**src/rtl/audio_adc_rx.sv**
```systemverilog
// I2S receiver for the WM8731 ADC path: synchronises the codec pins into sys_clk
// and deserialises left/right words, MSB first with the one-bit I2S delay slot.
module audio_adc_rx #(
  parameter int DATA_WIDTH = 24
) (
  input  logic                  sys_clk,
  input  logic                  rst,
  input  logic                  bclk,
  input  logic                  adclrc,
  input  logic                  adcdat,
  output logic [DATA_WIDTH-1:0] data_left,
  output logic [DATA_WIDTH-1:0] data_right,
  output logic                  sample_valid,
  output logic                  frame_err
);

  localparam int CW = $clog2(DATA_WIDTH + 1);

  typedef enum logic [1:0] {IDLE, LEFT, RIGHT} state_t;

  logic [1:0]            bclk_sync;
  logic                  bclk_d;
  logic [1:0]            lrc_sync;
  logic [1:0]            dat_sync;
  logic                  bclk_rise;
  logic                  lrc;
  logic                  dat;
  logic                  lrc_prev;
  logic                  boundary;
  logic                  short_word;
  logic [CW-1:0]         bit_cnt;
  logic [DATA_WIDTH-1:0] bit_mask;
  logic [DATA_WIDTH-1:0] shift_reg;
  logic [DATA_WIDTH-1:0] left_hold;
  state_t                state;

  always_ff @(posedge sys_clk) begin
    if (!rst) begin
      bclk_sync <= '0;
      bclk_d    <= 1'b0;
      lrc_sync  <= '0;
      dat_sync  <= '0;
    end else begin
      bclk_sync <= {bclk_sync[0], bclk};
      bclk_d    <= bclk_sync[1];
      lrc_sync  <= {lrc_sync[0], adclrc};
      dat_sync  <= {dat_sync[0], adcdat};
    end
  end

  assign bclk_rise  = bclk_sync[1] & ~bclk_d;
  assign lrc        = lrc_sync[1];
  assign dat        = dat_sync[1];
  assign boundary   = bclk_rise && (lrc != lrc_prev);
  assign short_word = (bit_cnt != CW'(DATA_WIDTH));

  // bit_mask walks from the MSB down so a short word stays left-aligned with zero LSBs
  always_ff @(posedge sys_clk) begin
    if (!rst) begin
      lrc_prev  <= 1'b0;
      bit_cnt   <= '0;
      bit_mask  <= '0;
      shift_reg <= '0;
    end else if (bclk_rise) begin
      lrc_prev <= lrc;
      if (lrc != lrc_prev) begin
        bit_cnt   <= '0;
        bit_mask  <= {1'b1, {(DATA_WIDTH-1){1'b0}}};
        shift_reg <= '0;
      end else if (short_word) begin
        bit_cnt  <= bit_cnt + CW'(1);
        bit_mask <= bit_mask >> 1;
        if (dat) begin
          shift_reg <= shift_reg | bit_mask;
        end
      end
    end
  end

  // Channel words are taken at the boundary rise, before the shift register clears
  always_ff @(posedge sys_clk) begin
    if (!rst) begin
      state        <= IDLE;
      left_hold    <= '0;
      data_left    <= '0;
      data_right   <= '0;
      sample_valid <= 1'b0;
      frame_err    <= 1'b0;
    end else begin
      sample_valid <= 1'b0;
      frame_err    <= 1'b0;
      if (boundary) begin
        case (state)
          IDLE: begin
            if (!lrc) begin
              state <= LEFT;
            end
          end
          LEFT: begin
            if (lrc) begin
              left_hold <= shift_reg;
              frame_err <= short_word;
              state     <= RIGHT;
            end
          end
          RIGHT: begin
            if (!lrc) begin
              data_left    <= left_hold;
              data_right   <= shift_reg;
              sample_valid <= 1'b1;
              frame_err    <= short_word;
              state        <= LEFT;
            end
          end
          default: state <= IDLE;
        endcase
      end
    end
  end

endmodule

```
**config.mk**
```make
export PLATFORM = sky130hd
export DESIGN_NAME = audio_adc_rx
export DESIGN_NICKNAME = d
export VERILOG_FILES = /design/src/rtl/audio_adc_rx.sv
export SDC_FILE = /design/constraint.sdc
export NUM_CORES = 1
export LEC_CHECK = 0
export BUFFER_PORTS_ARGS = -buffer_cell sky130_fd_sc_hd__buf_2
export CORE_MARGIN = 1
export CORE_UTILIZATION = 25
export DETAILED_ROUTE_END_ITERATION = 7
export PLACE_DENSITY = 0.39
export SETUP_SLACK_MARGIN = 0.1
export SLEW_MARGIN = 20
export SYNTH_ARGS = -nofsm -noshare
export SYNTH_HDL_FRONTEND = slang
export SYNTH_SLANG_ARGS = --single-unit
```
**constraint.sdc**
```tcl
create_clock -name sys_clk -period 3.3 [get_ports sys_clk]
set_clock_uncertainty 0.2 [all_clocks]
set_input_delay 0.33 -clock sys_clk [delete_from_list [all_inputs] [get_ports sys_clk]]
set_output_delay 0.33 -clock sys_clk [all_outputs]
set_load 0.01 [all_outputs]
```
==> flow_metrics.tcl, run 1 <==
set metrics [dict create \
    io_buffer_count 54 \
    cts_buffer_depth 2 \
    core_area_um2 21300 \
    post_cts.repair.setup_buffers 0 \
    die_h_um 150 \
    dieArea_um2 22600 \
    ioPinCount 55 \
    worst_pin_slew_ns 0.889 \
    clockRootBuffer "clkbuf_16" \
    avgSynthCellArea_um2 9.41 \
    grt_max_degree 80 \
    end_kind "register" \
    cts.sinks 137 \
    nNetsFinal 621 \
    cts_tree "done" \
    seq_area_frac_synth 0.498 \
    ant_nets 0 \
    r2r_start "bclk_sync[1]" \
    syn_area_um2 5500 \
    synth.most_common_cell "dfxtp_1" \
    htree_levels 4 \
    worst_ep_required_time_ns 3.41 \
    clk_pin_slew_worst_paths_ns 0.06 \
    area_growth_pct 19.2 \
    rows 53 \
    via_per_inst 5.00 \
    drcViolationCount 0 \
    hold_path.class "reg -> reg" \
    syn-num-nets 596 \
    syn_inst 585 \
    grt_pass1_vias 4281 \
    drt-pass1-iter-count 4 \
    post-dp-hpwl_um 9610 \
    min_period_over_period 0.688 \
    yosys_warnings 0 \
    drtIter0Drc 223 \
    async_reset_ff_frac 0 \
    clkLatencyLatePin_ns 0.42 \
    max_cap_violations 0 \
    reg2regPathDepth 3 \
    synth.top_cells.by_count "dfxtp_1 (137), o21ai_0 (77), nand3_1 (76)" \
    arrival_ns 2.38 \
    yosysTopAreaCell "dfxtp_1" \
    grt_overflow 0 \
    synth_area_leaders "dfxtp_1 (50%), a21boi_1 (7.8%), o21ai_0 (7.0%)" \
    fin_crit_ns 2.27 \
    synthFlopType "dfxtp_1" \
    gp_congestion 0.725 \
    critPathLaunchType "register" \
    drt-wirelength-per-cell_um 16.9 \
    routed_wl_um 15200 \
    hold_viol_final 0 \
    grt_pass1_wl_um 24100 \
    antenna_found_initial 0 \
    setup-violations-final 0 \
    synth_cell_types 37 \
    drive_gt1_frac 0.173 \
    die_w_um 150 \
    synth_seq_cells 137 \
    crit_end "bit_mask[3]" \
    vias 4504 \
    r2r_end "bit_mask[3]" \
    holdWs_ns 0.234 \
    initial_core_util 0.259 \
    worstSetupStartpoint "bclk_sync[1]" \
    relSlewSlack 0.406 \
    irDropWorstVdd_uv 315 \
    numCtsBuffers 17 \
    slew_viol_final 0 \
    max_freq_mhz 440 \
    grt_usage 0.141 \
    p_per_area_nw_per_um2 566 \
    ff2ff_setup_slack_ns 1.03 \
    p_leak_uw 0.00231 \
    status "completed" \
    rsz0062_at_grt "false" \
    synth_edf_count 0 \
    crit_path_max_fanout 24 \
    synth_top_area_frac 0.498 \
    fin_setup_tns_ns 0 \
    critPathKind "reg -> reg" \
]
layer usage:
layer  track usage  wire length [um]
met1         0.196              7740
met2         0.213              6800
met3        0.0352               540
met4        0.0379               132
met5             0                 0
where the power goes:
| group | switching, uW | leakage, uW | internal, uW |
|---|---|---|---|
| registers | 5.58 | 0.00110 | 1660 |
| logic | 64.9 | 0.000928 | 30.8 |
| clock network | 760 | 0.000275 | 1190 |
through the flow:
stage                     setup WS [ns]  total power (uW)  std cells  cell area (um2)  utilization
after floorplan                    1.68              1770        585             5500            -
after global placement             1.10              1790        863             5920        0.278
after detailed placement           1.02              1790        863             5920        0.278
after CTS                         0.992              3760        898             6550        0.308
after global routing              0.779              3840        898             6550        0.308
final                              1.03              3710        901             6560        0.308
cell families (layout without fill, tap and decap cells):
logic type / Yosys count / in the layout / share of synthesized area
and+or+nand+nor: 139 / 139 / 0.132
other: 0 / 3 / 0
DFF: 137 / 137 / 0.498
AOI/OAI and AO/OA: 233 / 233 / 0.288
buffers and inverters: 68 / 106 / 0.0614
xor gates and xnor gates: 2 / 2 / 0.00659
adders and majority gates: 6 / 6 / 0.0136
how the worst min path moves through the flow:
stage                             from  depth (start not counted)      endpoint
after floorplan           bclk_sync[0]                          1  bclk_sync[1]
after global placement    bclk_sync[0]                          1  bclk_sync[1]
after detailed placement  bclk_sync[0]                          1  bclk_sync[1]
after CTS                 bclk_sync[0]                          1  bclk_sync[1]
after global routing      bclk_sync[0]                          1  bclk_sync[1]
final                     bclk_sync[0]                          1  bclk_sync[1]
placed cells by master, fill, tap and decap left out, drive strengths merged, types with 2 or more instances in the layout:
master | synthesis | final
nand4b | 2 | 2
o21ai | 77 | 77
clkbuf | 27 | 18
and2 | 8 | 8
or3 | 2 | 2
nand2 | 36 | 36
nor2b | 2 | 2
nand3b | 2 | 2
clkinvlp | 0 | 6
nand3 | 76 | 76
o32ai | 23 | 23
a32o | 25 | 25
diode | 0 | 3
clkinv | 0 | 4
bufinv | 0 | 3
ha | 6 | 6
inv | 4 | 5
buf | 37 | 67
a21oi | 29 | 29
nor2 | 3 | 3
a21boi | 74 | 74
dfxtp | 137 | 137
nand2b | 2 | 2
o22ai | 3 | 3
dlygate4sd3 | 0 | 3
or3b | 2 | 2
area by class of cell:
type	instances	area [um2]
inverter	4	15.0
multi-input combinational	380	2430
sequential	137	2740
tap	275	344
timing repair buffer	70	413
clock buffer	18	429
clock inverter	14	175
antenna	3	7.51
fill	2234	14700
worst max-delay path, stage by stage, from the launching register on:
cell	delay [ns]
dfxtp_1	0.44
nor2b_4	0.41
nand2_1	0.61
o32ai_1	0.49
timing repair:
action / CTS / global route
gates resized for setup: 0 / 0
endpoints found under the hold margin: 3 / 0
hold buffers: 3 / 0
Note: power is estimated with default switching activity, not from simulation.
==> run 2, diff against run 1 <==
- ABC_AREA: unset -> 1
- PLACE_DENSITY: 0.39 -> 0.41
- clock period: 3.3 -> 1.9 ns (I/O delays scaled with it)
==> run 2 against run 1 <==
  * Core utilization grew 0.99 points
  * First-iteration DRC count down 9.0%
  * Via count shrank 3.5%
  * Die area shrank 6.3%
  * Highest routed layer unchanged
==> flow_metrics.tcl, run 2 <==
set metrics [dict create \
    syn_area_um2 5150 \
    worst_pin_slew_ns 0.344 \
    die_h_um 146 \
    gp_congestion 0.711 \
    drt-wirelength-per-cell_um 13.2 \
    setup-violations-final 0 \
    yosys_warnings 0 \
    worst_ep_required_time_ns 1.99 \
    max_cap_violations 0 \
    fin_crit_ns 1.74 \
    layout_commonest_cell "dfxtp_1" \
    dieArea_um2 21200 \
    finalNonFillerCells 978 \
    mostFrequentLayoutCells "dfxtp_1 (137), a21oi_1 (128), inv_1 (91)" \
    cts_tree "done" \
    avgSynthCellArea_um2 8.02 \
    n_fill_cell 2193 \
    initial_core_util 0.255 \
    die_w_um 146 \
    numCtsBuffers 17 \
    async_reset_ff_frac 0 \
    seq_area_frac_synth 0.532 \
    routed_wl_um 12900 \
    syn_inst 643 \
    clk_pin_slew_worst_paths_ns 0.06 \
    placed_cells 938 \
    ant_nets 0 \
    grt_overflow 0 \
    synth_top_area_frac 0.532 \
    grt_max_degree 98 \
    ioPinCount 55 \
    synth.most_common_cell "dfxtp_1" \
    status "completed" \
    antenna_found_initial 0 \
    irDropWorstVdd_uv 340 \
    synth_cell_types 19 \
    hold_viol_final 0 \
    syn-num-nets 654 \
    cts.sinks 137 \
    max_freq_mhz 575 \
    critPathKind "reg -> reg" \
    regArea_um2 2740 \
    p_per_area_nw_per_um2 971 \
    synth_edf_count 0 \
    multi_input_area_um2 1850 \
    area_growth_pct 24.9 \
    rows 52 \
    synth_area_leaders "dfxtp_1 (53%), a21oi_1 (12%), inv_1 (6.6%)" \
    cts_buffer_depth 2 \
    fin_setup_tns_ns 0 \
    drtIter0Drc 203 \
    synthFlopType "dfxtp_1" \
    crit_path_max_fanout 25 \
    slew_viol_final 0 \
    synth.top_cells.by_count "dfxtp_1 (137), a21oi_1 (128), inv_1 (91)" \
    antenna_cells 0 \
    end_kind "register" \
    p_leak_uw 0.00238 \
    grt_pass1_vias 4031 \
    drive_gt1_frac 0.165 \
    vias 4347 \
    min_period_over_period 0.915 \
    htree_levels 4 \
    core_area_um2 20200 \
    yosysTopAreaCell "dfxtp_1" \
    clockRootBuffer "clkbuf_16" \
    arrival_ns 1.83 \
    critPathLaunchType "register" \
    synth_seq_cells 137 \
    io_buffer_count 54 \
    relSlewSlack 0.771 \
    nNetsFinal 707 \
    grt_pass1_wl_um 20900 \
    post-dp-hpwl_um 8090 \
    hold_path.class "in -> reg" \
    via_per_inst 4.44 \
    clkLatencyLatePin_ns 0.42 \
    drcViolationCount 0 \
    rsz0062_at_grt "true" \
    drt-pass1-iter-count 4 \
    grt_usage 0.125 \
]
==> run 2: report_power, final <==
group / internal, uW / switching (uW)
Sequential: 2880 / 6.29
Clock: 1980 / 1180
Combinational: 57.3 / 137
==> run 2: cell type report <==
class | instances | share of cell area
clock inverters | 8 | 0.0150
inverters | 94 | 0.0548
multi-input cells | 365 | 0.288
flip-flops and latches | 137 | 0.426
clock buffers | 23 | 0.0727
well taps | 270 | 0.0525
repair buffers | 81 | 0.0910
==> run 2: cell families after synthesis <==
family | share of synthesized area
DFF | 0.532
adders and majority gates | 0.0146
buffers and inverters | 0.111
xor gates and xnor gates | 0.00170
AOI/OAI and AO/OA | 0.173
and+or+nand+nor | 0.168
==> run 2: final timing paths <==
check,start,end,slack (ns),cells after the start
worst max-delay path,state[0],data_right[0],0.16,6
worst min-delay path,rst,lrc_sync[1],0.04,4
worst max register to register,state[0],data_right[0],0.16,6
worst min register to register,lrc_sync[0],lrc_sync[1],0.21,2
==> run 2: timing repair <==
item / CTS / global route
buffers inserted: 0 / 4
endpoints found under the hold margin: 3 / 0
gates resized for setup: 0 / 8
hold buffers: 3 / 0
endpoints found under the setup margin: 0 / 71
==> run 2: metal layers <==
| metal | wire [um] | global-route usage |
|---|---|---|
| met1 | 6220 | 0.159 |
| met4 | 186 | 0.0574 |
| met3 | 593 | 0.0395 |
| met5 | 0 | 0 |
| met2 | 5910 | 0.194 |
==> run 2: worst max-delay path, stage by stage (launching register included) <==
cell,delay [ns]
dfxtp_1,0.34
inv_1,0.09
ha_2,0.23
nand4_4,0.22
buf_16,0.23
o21ai_0,0.21
a21oi_1,0.06
==> run 2: stage by stage <==
step | setup slack, ns | utilization | hold slack [ns] | area, um2 | total power (uW)
after floorplan | 0.333 | - | 0.0876 | 5150 | 3070
after global placement | 0.152 | 0.284 | 0.173 | 5750 | 3140
after detailed placement | 0.137 | 0.284 | 0.178 | 5750 | 3140
after CTS | 0.112 | 0.314 | 0.0309 | 6340 | 6350
after global routing | 0.0657 | 0.318 | 0.0588 | 6430 | 6510
final | 0.161 | 0.318 | 0.0403 | 6430 | 6250
==> run 3, diff against run 2 <==
- PLACE_DENSITY: 0.41 -> 0.4
- clock period: 1.9 -> 1.65 ns (I/O delays scaled with it)
==> run 3 against run 2 <==
  * Largest power group unchanged
  * Worst setup slack got worse by 0.16 ns
  * Die area did not move
  * Sequential cell count stayed put
  * Clock-buffer cell count decreased by 4
  * Clock power up 32%
  * Sequential share of layout area fell by 9.1 points
  * Core utilization up 8.9 points
  * Wire length increased by 32%
  * Critical path type unchanged
  * The run now ends with setup timing left
  * Non-clock buffer count increased by 62
  * Combinational power is 110% higher
  * Highest routed layer unchanged
  * Via count up 11%
  * Sequential power is 15% higher
==> flow_metrics.tcl, run 3 (synthesized netlist as in run 2, its figures left out) <==
set metrics [dict create \
    status "complete, but fails checks" \
    violations "setup timing" \
    top_layer_used "met4" \
    wl_met1_um 7710 \
    worst_ep_required_time_ns 1.80 \
    arrival_ns 1.80 \
    end_kind "register" \
    drive_gt1_frac 0.410 \
    max_freq_mhz 605 \
    cts.sinks 137 \
    clk_pin_slew_worst_paths_ns 0.06 \
    grt_max_degree 49 \
    post-dp-hpwl_um 8240 \
    via_per_inst 4.63 \
    ant_nets 0 \
    setup-violations-final 1 \
    mostFrequentLayoutCells "dfxtp_1 (131), inv_1 (87), a21oi_1 (85)" \
    nNetsFinal 769 \
    grt_usage 0.136 \
    critPathLaunchType "register" \
    crit_path_max_fanout 11 \
    min_period_over_period 1.00 \
    wl_met2_um 8330 \
    clockRootBuffer "clkbuf_16" \
    p_leak_uw 0.00317 \
    setup_slack_ns -0.00312 \
    worst_pin_slew_ns 0.382 \
    dpl-instance-area_um2 5980 \
    met3WireLength_um 623 \
    grt_pass1_wl_um 22900 \
    max_cap_violations 0 \
    numCtsBuffers 17 \
    gp_congestion 0.748 \
    cts_buffer_depth 2 \
    grt_pass1_vias 4416 \
    clkLatencyLatePin_ns 0.42 \
    core_area_um2 20200 \
    irDropWorstVdd_uv 679 \
    final_cell_area_um2 8230 \
    drcViolationCount 0 \
    drt-pass1-iter-count 5 \
    p_per_area_nw_per_um2 962 \
    ioPinCount 55 \
    vias 4821 \
    dieArea_um2 21200 \
    hold_path.class "reg -> reg" \
    critPathKind "reg -> reg" \
    slew_viol_final 0 \
    rsz0062_at_grt "true" \
    relSlewSlack 0.745 \
    routed_wl_um 17000 \
    regArea_um2 2760 \
    area_growth_pct 59.7 \
    placed_cells 959 \
    die_w_um 146 \
    rows 52 \
    initial_core_util 0.255 \
    cts_tree "done" \
    io_buffer_count 54 \
    multi_input_area_um2 2520 \
    finalNonFillerCells 1041 \
    die_h_um 146 \
    layout_commonest_cell "dfxtp_1" \
    antenna_cells 0 \
    drt-wirelength-per-cell_um 16.3 \
    fin_crit_ns 1.65 \
    drtIter0Drc 223 \
    grt_overflow 0 \
    htree_levels 4 \
    hold_viol_final 0 \
    antenna_found_initial 0 \
    n_fill_cell 1996 \
]
[run 3: cell types whose count changed in the layout (fill, tap and decap cells not counted), moves of 6 or more]
cell,change
dfxtp_1,-6
o21ai_2,+33
nand2_1,-32
buf_6,+13
buf_4,+11
clkbuf_16,+13
buf_12,+10
buf_8,+6
o21ai_0,-42
a21oi_1,-43
o21ai_4,+10
a21oi_2,+43
nand2_4,+22
nand2_2,+9
[run 3: path summary, 6_finish.rpt]
kind	cells after the start	from	endpoint	slack [ns]
setup reg to reg	8	bit_cnt[1]	bit_mask[3]	-0.003
setup / recovery	8	bit_cnt[1]	bit_mask[3]	-0.003
hold reg to reg	2	bclk_sync[0]	bclk_sync[1]	0.21
hold / removal	2	bclk_sync[0]	bclk_sync[1]	0.21
[run 3: power by group]
| group | total, uW | switching (uW) | internal [uW] |
|---|---|---|---|
| Clock | 4200 | 1500 | 2700 |
| Combinational | 400 | 228 | 172 |
| Sequential | 3320 | 6.59 | 3320 |
[run 3: repair_timing]
item                                    CTS  global route
pin swaps                                 2            30
endpoints found under the setup margin  126           131
setup buffers                             8            10
gates resized for setup                  55           201
hold buffers                              7             0
hold endpoints to repair                  8             0
cloned                                    6            20
[run 3: per-stage QoR]
step / hold slack (ns) / TNS, ns / utilization / power (uW) / worst slack [ns]
after detailed placement: 0.150 / -0.237 / 0.296 / 3650 / -0.0340
final: 0.209 / -0.00312 / 0.407 / 7920 / -0.00312
after global placement: 0.150 / -0.167 / 0.296 / 3650 / -0.0209
after global routing: 0.234 / -1.84 / 0.407 / 8150 / -0.0828
after CTS: 0.211 / 0 / 0.347 / 7860 / 0.0161
after floorplan: 0.0626 / 0 / - / 3540 / 0.0987
[run 3: layout make-up]
cell class | instances | area share
clock buffers | 19 | 0.0526
clock inverters | 13 | 0.0265
inverters | 94 | 0.0429
multi-input cells | 365 | 0.307
flip-flops and latches | 137 | 0.335
well taps | 270 | 0.0410
repair buffers | 143 | 0.196
[run 3: critical path: stages, from the launching register on]
cell and delay (ns):
dfxtp_1 0.35, inv_2 0.05, ha_4 0.15, nand4_1 0.14
nand2_4 0.09, nor2_4 0.21, clkbuf_16 0.21, nand2_1 0.06
a21oi_2 0.12
[run 3: routing by layer]
metal,GRT usage,vias up
li1,-,2364
met1,0.175,2334
met2,0.225,101
met3,0.0313,22
met4,0.0453,0
met5,0,-
